**src/rtl/control_unit.sv**
```systemverilog
// control_unit: multi-cycle FETCH/DECODE/EXEC control for an RV64 subset (ld, sd, add, sub).
// Every output is a flop; decode fields are loaded when the instruction is captured
// and held until the next capture, and enables pulse only in EXEC.
module control_unit (
    input  logic        clk,
    input  logic        rst,
    input  logic [31:0] instr,
    input  logic        instr_valid,
    output logic        imem_req,
    output logic [63:0] imem_addr,
    output logic [4:0]  Ra,
    output logic [4:0]  Rb,
    output logic [4:0]  Rw,
    output logic        WE_reg,
    output logic        WE_mem,
    output logic [63:0] OFFSET,
    output logic        ADD_SUB,
    output logic        OP_MEM,
    output logic        halted
);

    localparam int unsigned XLEN  = 64;
    localparam int unsigned ILEN  = 32;
    localparam int unsigned RIDX  = 5;
    localparam int unsigned IMM_W = 12;

    localparam logic [6:0] OPC_LOAD  = 7'b0000011;
    localparam logic [6:0] OPC_STORE = 7'b0100011;
    localparam logic [6:0] OPC_OP    = 7'b0110011;
    localparam logic [2:0] F3_DWORD  = 3'b011;
    localparam logic [2:0] F3_ADD    = 3'b000;
    localparam logic [6:0] F7_ADD    = 7'b0000000;
    localparam logic [6:0] F7_SUB    = 7'b0100000;
    localparam logic [XLEN-1:0] PC_STEP = XLEN'(4);

    typedef enum logic [1:0] {
        FETCH  = 2'd0,
        DECODE = 2'd1,
        EXEC   = 2'd2,
        HALT   = 2'd3
    } state_t;

    typedef struct packed {
        logic            legal;
        logic            we_reg;
        logic            we_mem;
        logic            op_mem;
        logic            add_sub;
        logic [RIDX-1:0] ra;
        logic [RIDX-1:0] rb;
        logic [RIDX-1:0] rw;
        logic [XLEN-1:0] offset;
    } dec_t;

    // Instruction decoder; anything outside the supported subset decodes as illegal with zero fields.
    function automatic dec_t decode(input logic [ILEN-1:0] w);
        dec_t            d;
        logic [6:0]      opc;
        logic [2:0]      f3;
        logic [6:0]      f7;
        logic [RIDX-1:0] rd;
        logic [RIDX-1:0] rs1;
        logic [RIDX-1:0] rs2;
        d   = '0;
        opc = w[6:0];
        rd  = w[11:7];
        f3  = w[14:12];
        rs1 = w[19:15];
        rs2 = w[24:20];
        f7  = w[31:25];
        case (opc)
            OPC_LOAD: begin
                if (f3 == F3_DWORD) begin
                    d.legal  = 1'b1;
                    d.op_mem = 1'b1;
                    d.ra     = rd;
                    d.rb     = rs1;
                    d.rw     = rd;
                    d.offset = {{(XLEN-IMM_W){w[31]}}, w[31:20]};
                    d.we_reg = (rd != '0);
                end
            end
            OPC_STORE: begin
                if (f3 == F3_DWORD) begin
                    d.legal  = 1'b1;
                    d.op_mem = 1'b1;
                    d.ra     = rs2;
                    d.rb     = rs1;
                    d.rw     = '0;
                    d.offset = {{(XLEN-IMM_W){w[31]}}, w[31:25], w[11:7]};
                    d.we_mem = 1'b1;
                end
            end
            OPC_OP: begin
                if ((f3 == F3_ADD) && ((f7 == F7_ADD) || (f7 == F7_SUB))) begin
                    d.legal   = 1'b1;
                    d.ra      = rs1;
                    d.rb      = rs2;
                    d.rw      = rd;
                    d.add_sub = (f7 == F7_SUB);
                    d.we_reg  = (rd != '0);
                end
            end
            default: d = '0;
        endcase
        return d;
    endfunction

    state_t          state, state_n;
    logic [ILEN-1:0] ir, ir_n;
    logic [XLEN-1:0] pc_n;
    logic [RIDX-1:0] ra_n, rb_n, rw_n;
    logic [XLEN-1:0] offset_n;
    logic            add_sub_n, op_mem_n;
    logic            we_reg_n, we_mem_n;
    logic            req_n, halted_n;
    dec_t            dec;

    // One decoder: incoming word while fetching (to load output fields), IR otherwise (legality/enables).
    assign dec = decode((state == FETCH) ? instr : ir);

    // Next-state and next-output logic.
    always_comb begin
        state_n   = state;
        ir_n      = ir;
        pc_n      = imem_addr;
        ra_n      = Ra;
        rb_n      = Rb;
        rw_n      = Rw;
        offset_n  = OFFSET;
        add_sub_n = ADD_SUB;
        op_mem_n  = OP_MEM;
        we_reg_n  = 1'b0;
        we_mem_n  = 1'b0;
        case (state)
            FETCH: begin
                if (instr_valid) begin
                    ir_n      = instr;
                    state_n   = DECODE;
                    ra_n      = dec.ra;
                    rb_n      = dec.rb;
                    rw_n      = dec.rw;
                    offset_n  = dec.offset;
                    add_sub_n = dec.add_sub;
                    op_mem_n  = dec.op_mem;
                end
            end
            DECODE: begin
                if (dec.legal) begin
                    state_n  = EXEC;
                    we_reg_n = dec.we_reg;
                    we_mem_n = dec.we_mem;
                end else begin
                    state_n = HALT;
                end
            end
            EXEC: begin
                pc_n    = imem_addr + PC_STEP;
                state_n = FETCH;
            end
            HALT: state_n = HALT;
            default: state_n = FETCH;
        endcase
        req_n    = (state_n == FETCH);
        halted_n = (state_n == HALT);
    end

    // State, IR, PC and output registers with synchronous reset.
    always_ff @(posedge clk) begin
        if (rst) begin
            state     <= FETCH;
            ir        <= '0;
            imem_addr <= '0;
            imem_req  <= 1'b1;
            Ra        <= '0;
            Rb        <= '0;
            Rw        <= '0;
            OFFSET    <= '0;
            ADD_SUB   <= 1'b0;
            OP_MEM    <= 1'b0;
            WE_reg    <= 1'b0;
            WE_mem    <= 1'b0;
            halted    <= 1'b0;
        end else begin
            state     <= state_n;
            ir        <= ir_n;
            imem_addr <= pc_n;
            imem_req  <= req_n;
            Ra        <= ra_n;
            Rb        <= rb_n;
            Rw        <= rw_n;
            OFFSET    <= offset_n;
            ADD_SUB   <= add_sub_n;
            OP_MEM    <= op_mem_n;
            WE_reg    <= we_reg_n;
            WE_mem    <= we_mem_n;
            halted    <= halted_n;
        end
    end

endmodule

```
**config.mk**
```make
export PLATFORM = sky130hd
export DESIGN_NAME = control_unit
export DESIGN_NICKNAME = d
export VERILOG_FILES = /design/src/rtl/control_unit.sv
export SDC_FILE = /design/constraint.sdc
export NUM_CORES = 1
export LEC_CHECK = 0
export CAP_MARGIN = 10
export CORE_UTILIZATION = 51
export DETAILED_ROUTE_END_ITERATION = 8
export PLACE_DENSITY_LB_ADDON = 0.2
export SYNTH_ARGS = -nofsm -noshare
export SYNTH_HDL_FRONTEND = slang
export SYNTH_SLANG_ARGS = --single-unit
```
**constraint.sdc**
```tcl
create_clock -name clk -period 5.91 [get_ports clk]
set_input_delay 0.591 -clock clk [delete_from_list [all_inputs] [get_ports clk]]
set_output_delay 0.591 -clock clk [all_outputs]
set_load 0.05 [all_outputs]
```
==> results of run 1 <==
-- worst min-delay path by stage --
| stage | slack (ns) | start | endpoint |
|---|---|---|---|
| 6_report | 0.45 | ir[23]$_SDFFE_PP0P_ | ir[23]$_SDFFE_PP0P_ |
| 5_1_grt | 0.47 | ir[22]$_SDFFE_PP0P_ | ir[22]$_SDFFE_PP0P_ |
| 4_1_cts | 0.45 | ir[23]$_SDFFE_PP0P_ | ir[23]$_SDFFE_PP0P_ |
| 3_5_place_dp | 0.44 | ir[23]$_SDFFE_PP0P_ | ir[23]$_SDFFE_PP0P_ |
| 3_3_place_gp | 0.44 | ir[17]$_SDFFE_PP0P_ | ir[17]$_SDFFE_PP0P_ |
| 2_1_floorplan | 0.43 | ir[14]$_SDFFE_PP0P_ | ir[14]$_SDFFE_PP0P_ |
-- power by group through the flow --
stage               registers, W  logic [W]  clock network [W]
CTS                     0.000897   0.000176            0.00121
finish                  0.000897   0.000177            0.00120
detailed placement      0.000915   0.000175                  0
floorplan               0.000926   0.000104                  0
global route            0.000899   0.000192            0.00124
global placement        0.000914   0.000172                  0
-- cells in the final DEF, fill, tap and decap left out, types with 3 or more instances in the layout --
| cell | n |
|---|---|
| o31ai_1 | 11 |
| a21oi_1 | 73 |
| mux2i_1 | 3 |
| bufinv_16 | 6 |
| nand3b_1 | 12 |
| nand4b_1 | 4 |
| a222oi_1 | 9 |
| nand4_1 | 22 |
| inv_1 | 13 |
| or3_1 | 24 |
| dfxtp_1 | 128 |
| nor2_1 | 53 |
| clkdlybuf4s50_1 | 180 |
| and3b_1 | 3 |
| o21ai_0 | 28 |
| nand3_1 | 31 |
| nand2_1 | 103 |
| xor2_1 | 15 |
| a32oi_1 | 6 |
| nor4_1 | 7 |
| buf_4 | 5 |
| xnor2_1 | 14 |
| or4_1 | 13 |
| and3_1 | 4 |
| a211oi_1 | 16 |
| nor3_1 | 12 |
| mux2_2 | 18 |
| clkbuf_8 | 3 |
| and4_1 | 5 |
| clkinv_2 | 4 |
| clkbuf_16 | 17 |
-- worst max-delay path: stages, from the launching register on --
cell,delay [ns]
dfxtp_1,0.41
nor2_2,0.82
nand2_2,0.92
a211oi_1,0.67
a32oi_1,0.18
a21oi_1,0.18
-- through the flow --
stage | instances | utilization | power [W] | hold slack (ns) | setup WS [ns]
CTS | 1021 | 0.700 | 0.00228 | 0.452 | 2.69
finish | 1021 | 0.700 | 0.00227 | 0.452 | 2.64
global route | 1021 | 0.700 | 0.00233 | 0.466 | 2.36
global placement | 989 | 0.643 | 0.00109 | 0.439 | 2.84
detailed placement | 989 | 0.643 | 0.00109 | 0.444 | 2.70
floorplan | 757 | - | 0.00103 | 0.431 | 3.48
-- final cells by class --
type	count	area, sq um
repair buffers	185	1840
clock inverters	11	208
well taps	147	184
multi-input cells	516	3060
flip-flops and latches	128	2560
fillers	950	3590
clock buffers	21	470
inverters	13	48.8
-- kinds of logic after synthesis --
family | after synthesis | synth area share
AOI/OAI and AO/OA | 156 | 0.154
xor gates and xnor gates | 29 | 0.0407
adders and majority gates | 1 | 0.00200
buffers and inverters | 113 | 0.102
DFF | 128 | 0.410
muxes | 21 | 0.0373
other | 1 | 0.000601
and+or+nand+nor | 307 | 0.253
-- per-layer routing --
layer  GRT usage  up-vias
met5           0        -
met4       0.103        0
met3      0.0605       25
met2       0.432      193
met1       0.318     2781
li1            -     2864
==> impl_metrics.py, run 1 <==
metrics = {
    "outcome": {
        "status": "finished clean",
    },
    "synthesis": {
        "syn_area_per_cell_sq_um": 8.26,
        "synthCells": 756,
        "synthFlopType": "dfxtp_1",
        "syn-cell-area_sq_um": 6240,
        "async_flop_share": 0,
        "synthMostInstantiatedCell": "dfxtp_1",
        "yosys-top-cells-area": "dfxtp_1 41%, buf_4 6.5%, nand2_1 6.3%",
        "synth-seq-cells": 128,
        "yosysTopAreaCellShare": 0.410,
        "synth_top_area_cell": "dfxtp_1",
        "synth.distinct_cells": 53,
        "synth_common_cells": "128 x dfxtp_1, 104 x nand2_1, 73 x a21oi_1, 54 x buf_4, 53 x nor2_1",
        "synth-edff-count": 0,
        "ys_seq_area_frac": 0.410,
        "synth_warnings": 0,
    },
    "drt": {
        "wl_met1_um": 7120,
        "drt-initial-drc-count": 531,
        "drt_first_pass_iters": 9,
        "via_per_inst": 5.74,
        "wirelength_um": 16100,
        "ant_nets": 0,
        "route.met3.wl_um": 829,
        "routed-via-count": 5863,
        "drcViolationCount": 0,
        "post_drt_wl_per_cell_um": 15.8,
        "topRoutingLayerUsed": "met4",
        "wl_met2_um": 7890,
    },
    "power": {
        "power.density_nw_per_um2": 271,
        "seq_power_share": 0.395,
        "p_clk_frac": 0.527,
        "power.share.switching": 0.218,
        "combPwrFrac": 0.078,
        "intPower_w": 0.00177,
        "p_switching_w": 0.000496,
        "ir_drop_mv": 0.240,
        "p_leak_nw": 2.71,
    },
    "setup_path": {
        "timing.rr.start": "state[1]$_SDFF_PP0_",
        "endpoint_kind": "register",
        "r2r_slack_ns": 2.64,
        "cp-startpoint": "state[1]$_SDFF_PP0_",
        "r2r-end": "Ra[4]$_SDFFE_PP0P_",
        "reg2reg_depth": 5,
        "cp-endpoint": "Ra[4]$_SDFFE_PP0P_",
        "critPathLaunchType": "register",
        "crit_fanout": 66,
        "crit_arrival_ns": 3.61,
        "path_class": "reg2reg",
        "cp.required_ns": 6.25,
    },
    "flow_run": {
        "maxCapViolCount": 0,
    },
    "sta": {
        "slew_violations": 0,
        "relSlewSlack": 0.217,
        "finalCritPeriodShare": 0.554,
        "rsz0062_at_grt": "no",
        "fin_crit_ns": 3.27,
        "finalHoldViolCount": 0,
        "tightest_slew_ns": 1.17,
        "setup_viol": 0,
        "fmax_mhz": 306,
        "tns_ns": 0,
        "fin_worst_skew_ns": 0.00786,
    },
    "final_layout": {
        "reg_top3": "imem_addr x62, ir x31, OFFSET x12",
        "final_area_sq_um": 8370,
        "finalNetCount": 897,
        "largest_register": "imem_addr",
        "diodes": 0,
        "area_growth_syn_to_layout_pct": 34.0,
        "largest_register_ffs": 62,
        "drive_gt1_frac": 0.0755,
    },
    "min_path": {
        "hold_class": "reg2reg",
        "hold_depth": 2,
    },
    "floorplan": {
        "die_h_um": 113,
        "core-area_sq_um": 12000,
        "row_count": 40,
        "num_io_pins": 184,
        "die_width_um": 113,
        "dieArea_sq_um": 12700,
        "start_util": 0.522,
    },
    "global_route": {
        "grt_max_degree": 96,
        "grt-ovfl-total": 0,
        "grt_pass1_wl_um": 26200,
        "grt_pass1_vias": 5392,
        "antenna_found_initial": 0,
        "grt_usage": 0.257,
    },
    "clock_tree": {
        "post_cts_buffers": 0,
        "cts_buffer_depth": 2,
        "cts_max_level": 4,
        "cts_sinks": 128,
        "holdBufCountCts": 0,
        "post_cts_resized": 0,
        "cts_buffers": 17,
        "clk_latency_ns": 0.42,
        "cts_tree": "done",
        "clk_pin_slew_ns": 0.05,
        "clock-root-buffer": "clkbuf_16",
    },
    "placed_design": {
        "gp_congestion": 0.874,
        "dpl.hpwl_um": 10900,
        "port_buffers": 181,
        "dpl_cell_area_sq_um": 7690,
    },
}
No activity file was read; power rests on OpenSTA's default activity.
==> run 2: changes to the inputs <==
--- a/config.mk
+++ b/config.mk
@@ -6,7 +6,7 @@
 export NUM_CORES = 1
 export LEC_CHECK = 0
 export CAP_MARGIN = 10
-export CORE_UTILIZATION = 51
+export CORE_UTILIZATION = 48
 export DETAILED_ROUTE_END_ITERATION = 8
 export PLACE_DENSITY_LB_ADDON = 0.2
 export SYNTH_ARGS = -nofsm -noshare
==> constraint.sdc (replaced) <==
create_clock -name clk -period 3.1 [get_ports clk]
set_input_delay 0.31 -clock clk [delete_from_list [all_inputs] [get_ports clk]]
set_output_delay 0.31 -clock clk [all_outputs]
set_load 0.05 [all_outputs]
==> run 2 against run 1 <==
Net effect:
- utilization decreased by 3.0 points
- sequential power is 91% higher
- total power increased by 88%
- cell count rose by 3.7%
- critical path type unchanged
- largest power group unchanged
==> impl_metrics.py, run 2 (synthesized netlist as in run 1, its figures left out) <==
metrics = {
    "final_layout": {
        "final_core_util": 0.670,
        "drive_gt1_frac": 0.0891,
        "mostFrequentLayoutCells": "180 x clkdlybuf4s50_1, 128 x dfxtp_1, 103 x nand2_1",
        "diodes": 0,
        "largest_register": "imem_addr",
        "largest_register_ffs": 62,
        "area_growth_syn_to_layout_pct": 35.9,
        "layout_commonest_cell": "clkdlybuf4s50_1",
        "finalNetCount": 910,
        "reg_top3": "imem_addr x62, ir x31, OFFSET x12",
    },
    "setup_path": {
        "cp.required_ns": 3.43,
        "endpoint_kind": "register",
        "slowest_stage": "or4_1",
        "crit_arrival_ns": 2.76,
        "worst-path-buf-inv": 1,
        "path_class": "reg2reg",
        "crit_fanout": 16,
        "max_stage_delay_ns": 0.59,
        "crit_path_cell_trace": "nand4_1 > buf_4 > nor4_1 > nand2_1 > or4_1 > a21oi_1",
        "critical-path-top-delay-family": "simple AND/OR/NAND/NOR gates",
        "critPathLaunchType": "register",
    },
    "outcome": {
        "status": "finished clean",
    },
    "power": {
        "ir_drop_mv": 0.365,
        "intPower_w": 0.00333,
        "p_clk_frac": 0.516,
        "p_leak_nw": 2.77,
        "power.share.switching": 0.220,
        "power.density_nw_per_um2": 504,
        "seq_power_share": 0.400,
        "combPwrFrac": 0.083,
        "p_switching_w": 0.000940,
    },
    "sta": {
        "setup_viol": 0,
        "slew_violations": 0,
        "fin_crit_ns": 2.44,
        "fmax_mhz": 410,
        "tightest_slew_ns": 0.898,
        "rsz0062_at_grt": "no",
        "finalCritPeriodShare": 0.786,
        "finalHoldViolCount": 0,
        "relSlewSlack": 0.401,
        "tns_ns": 0,
        "fin_worst_skew_ns": 0.00527,
    },
    "clock_tree": {
        "cts_buffer_depth": 2,
        "post_cts_resized": 0,
        "cts_tree": "done",
        "clk_latency_ns": 0.41,
        "cts_sinks": 128,
        "clock-root-buffer": "clkbuf_16",
        "cts_buffers": 17,
        "clk_pin_slew_ns": 0.05,
        "holdBufCountCts": 0,
        "cts_max_level": 4,
        "post_cts_buffers": 0,
    },
    "drt": {
        "drt-initial-drc-count": 489,
        "routed-via-count": 5957,
        "wirelength_um": 16400,
        "via_per_inst": 5.63,
        "drt_first_pass_iters": 5,
        "drcViolationCount": 0,
        "ant_nets": 0,
        "post_drt_wl_per_cell_um": 15.5,
    },
    "flow_run": {
        "maxCapViolCount": 0,
    },
    "global_route": {
        "grt-ovfl-total": 0,
        "grt_pass1_vias": 5239,
        "grt_pass1_wl_um": 25900,
        "antenna_found_initial": 0,
        "grt_max_degree": 92,
        "grt_usage": 0.243,
    },
    "floorplan": {
        "die_width_um": 116,
        "row_count": 41,
        "dieArea_sq_um": 13500,
        "core-area_sq_um": 12700,
        "start_util": 0.493,
        "die_h_um": 116,
        "num_io_pins": 184,
    },
    "placed_design": {
        "dpl.hpwl_um": 11500,
        "gp_congestion": 0.877,
        "port_buffers": 181,
    },
    "min_path": {
        "hold_class": "reg2reg",
    },
}
## run 2: changes by cell type in the layout (fill, tap and decap cells not counted)
cell        previous run  this run
clkinv_2               4         3
clkbuf_8               3         4
clkinvlp_4             1         2
buf_4                  5        18
bufinv_16              6         5
## run 2: area by class of cell
cell class              count  area [sq um]
repair buffers            198          1940
well taps                 172           215
multi-input cells         516          3060
clock buffers              22           484
clock inverters            10           180
fillers                  1049          4190
flip-flops and latches    128          2560
inverters                  13          48.8
## run 2: worst register-to-register path: stages (launching register included)
cell	delay, ns
dfxtp_1	0.44
nand4_1	0.12
buf_4	0.18
nor4_1	0.47
nand2_1	0.40
or4_1	0.59
a21oi_1	0.17
## run 2: final timing paths
path	slack [ns]	depth (start not counted)	to	startpoint
setup / recovery	0.66	6	imem_addr[62]$_SDFFE_PP0N_	imem_addr[28]$_SDFFE_PP0N_
hold reg to reg	0.45	2	OFFSET[9]$_SDFFE_PP0P_	OFFSET[9]$_SDFFE_PP0P_
hold / removal	0.45	2	OFFSET[9]$_SDFFE_PP0P_	OFFSET[9]$_SDFFE_PP0P_
setup reg to reg	0.66	6	imem_addr[62]$_SDFFE_PP0N_	imem_addr[28]$_SDFFE_PP0N_
## run 2: metrics by stage
stage	area, sq um	power [W]	hold slack, ns	instances	worst slack, ns
4_1_cts	8480	0.00430	0.452	1059	0.700
5_1_grt	8480	0.00440	0.472	1059	0.461
3_3_place_gp	7820	0.00209	0.440	1027	0.746
6_report	8480	0.00427	0.450	1059	0.664
2_1_floorplan	6250	0.00197	0.431	757	0.704
3_5_place_dp	7820	0.00210	0.444	1027	0.712
## run 2: routing by layer
metal,global-route usage,up-vias,routed length (um),part of all wire
met5,0,-,0,0
met4,0.0795,0,210,0.013
met3,0.0486,16,959,0.058
met2,0.404,228,8080,0.49
met1,0.316,2822,7170,0.44
li1,-,2891,-,-
## run 2: power groups by stage
stage | Sequential [W] | Combinational (W) | Clock [W]
after floorplan | 0.00177 | 0.000199 | 0
after CTS | 0.00171 | 0.000353 | 0.00224
after global placement | 0.00174 | 0.000344 | 0
final | 0.00171 | 0.000356 | 0.00221
after detailed placement | 0.00175 | 0.000351 | 0
after global routing | 0.00171 | 0.000381 | 0.00231
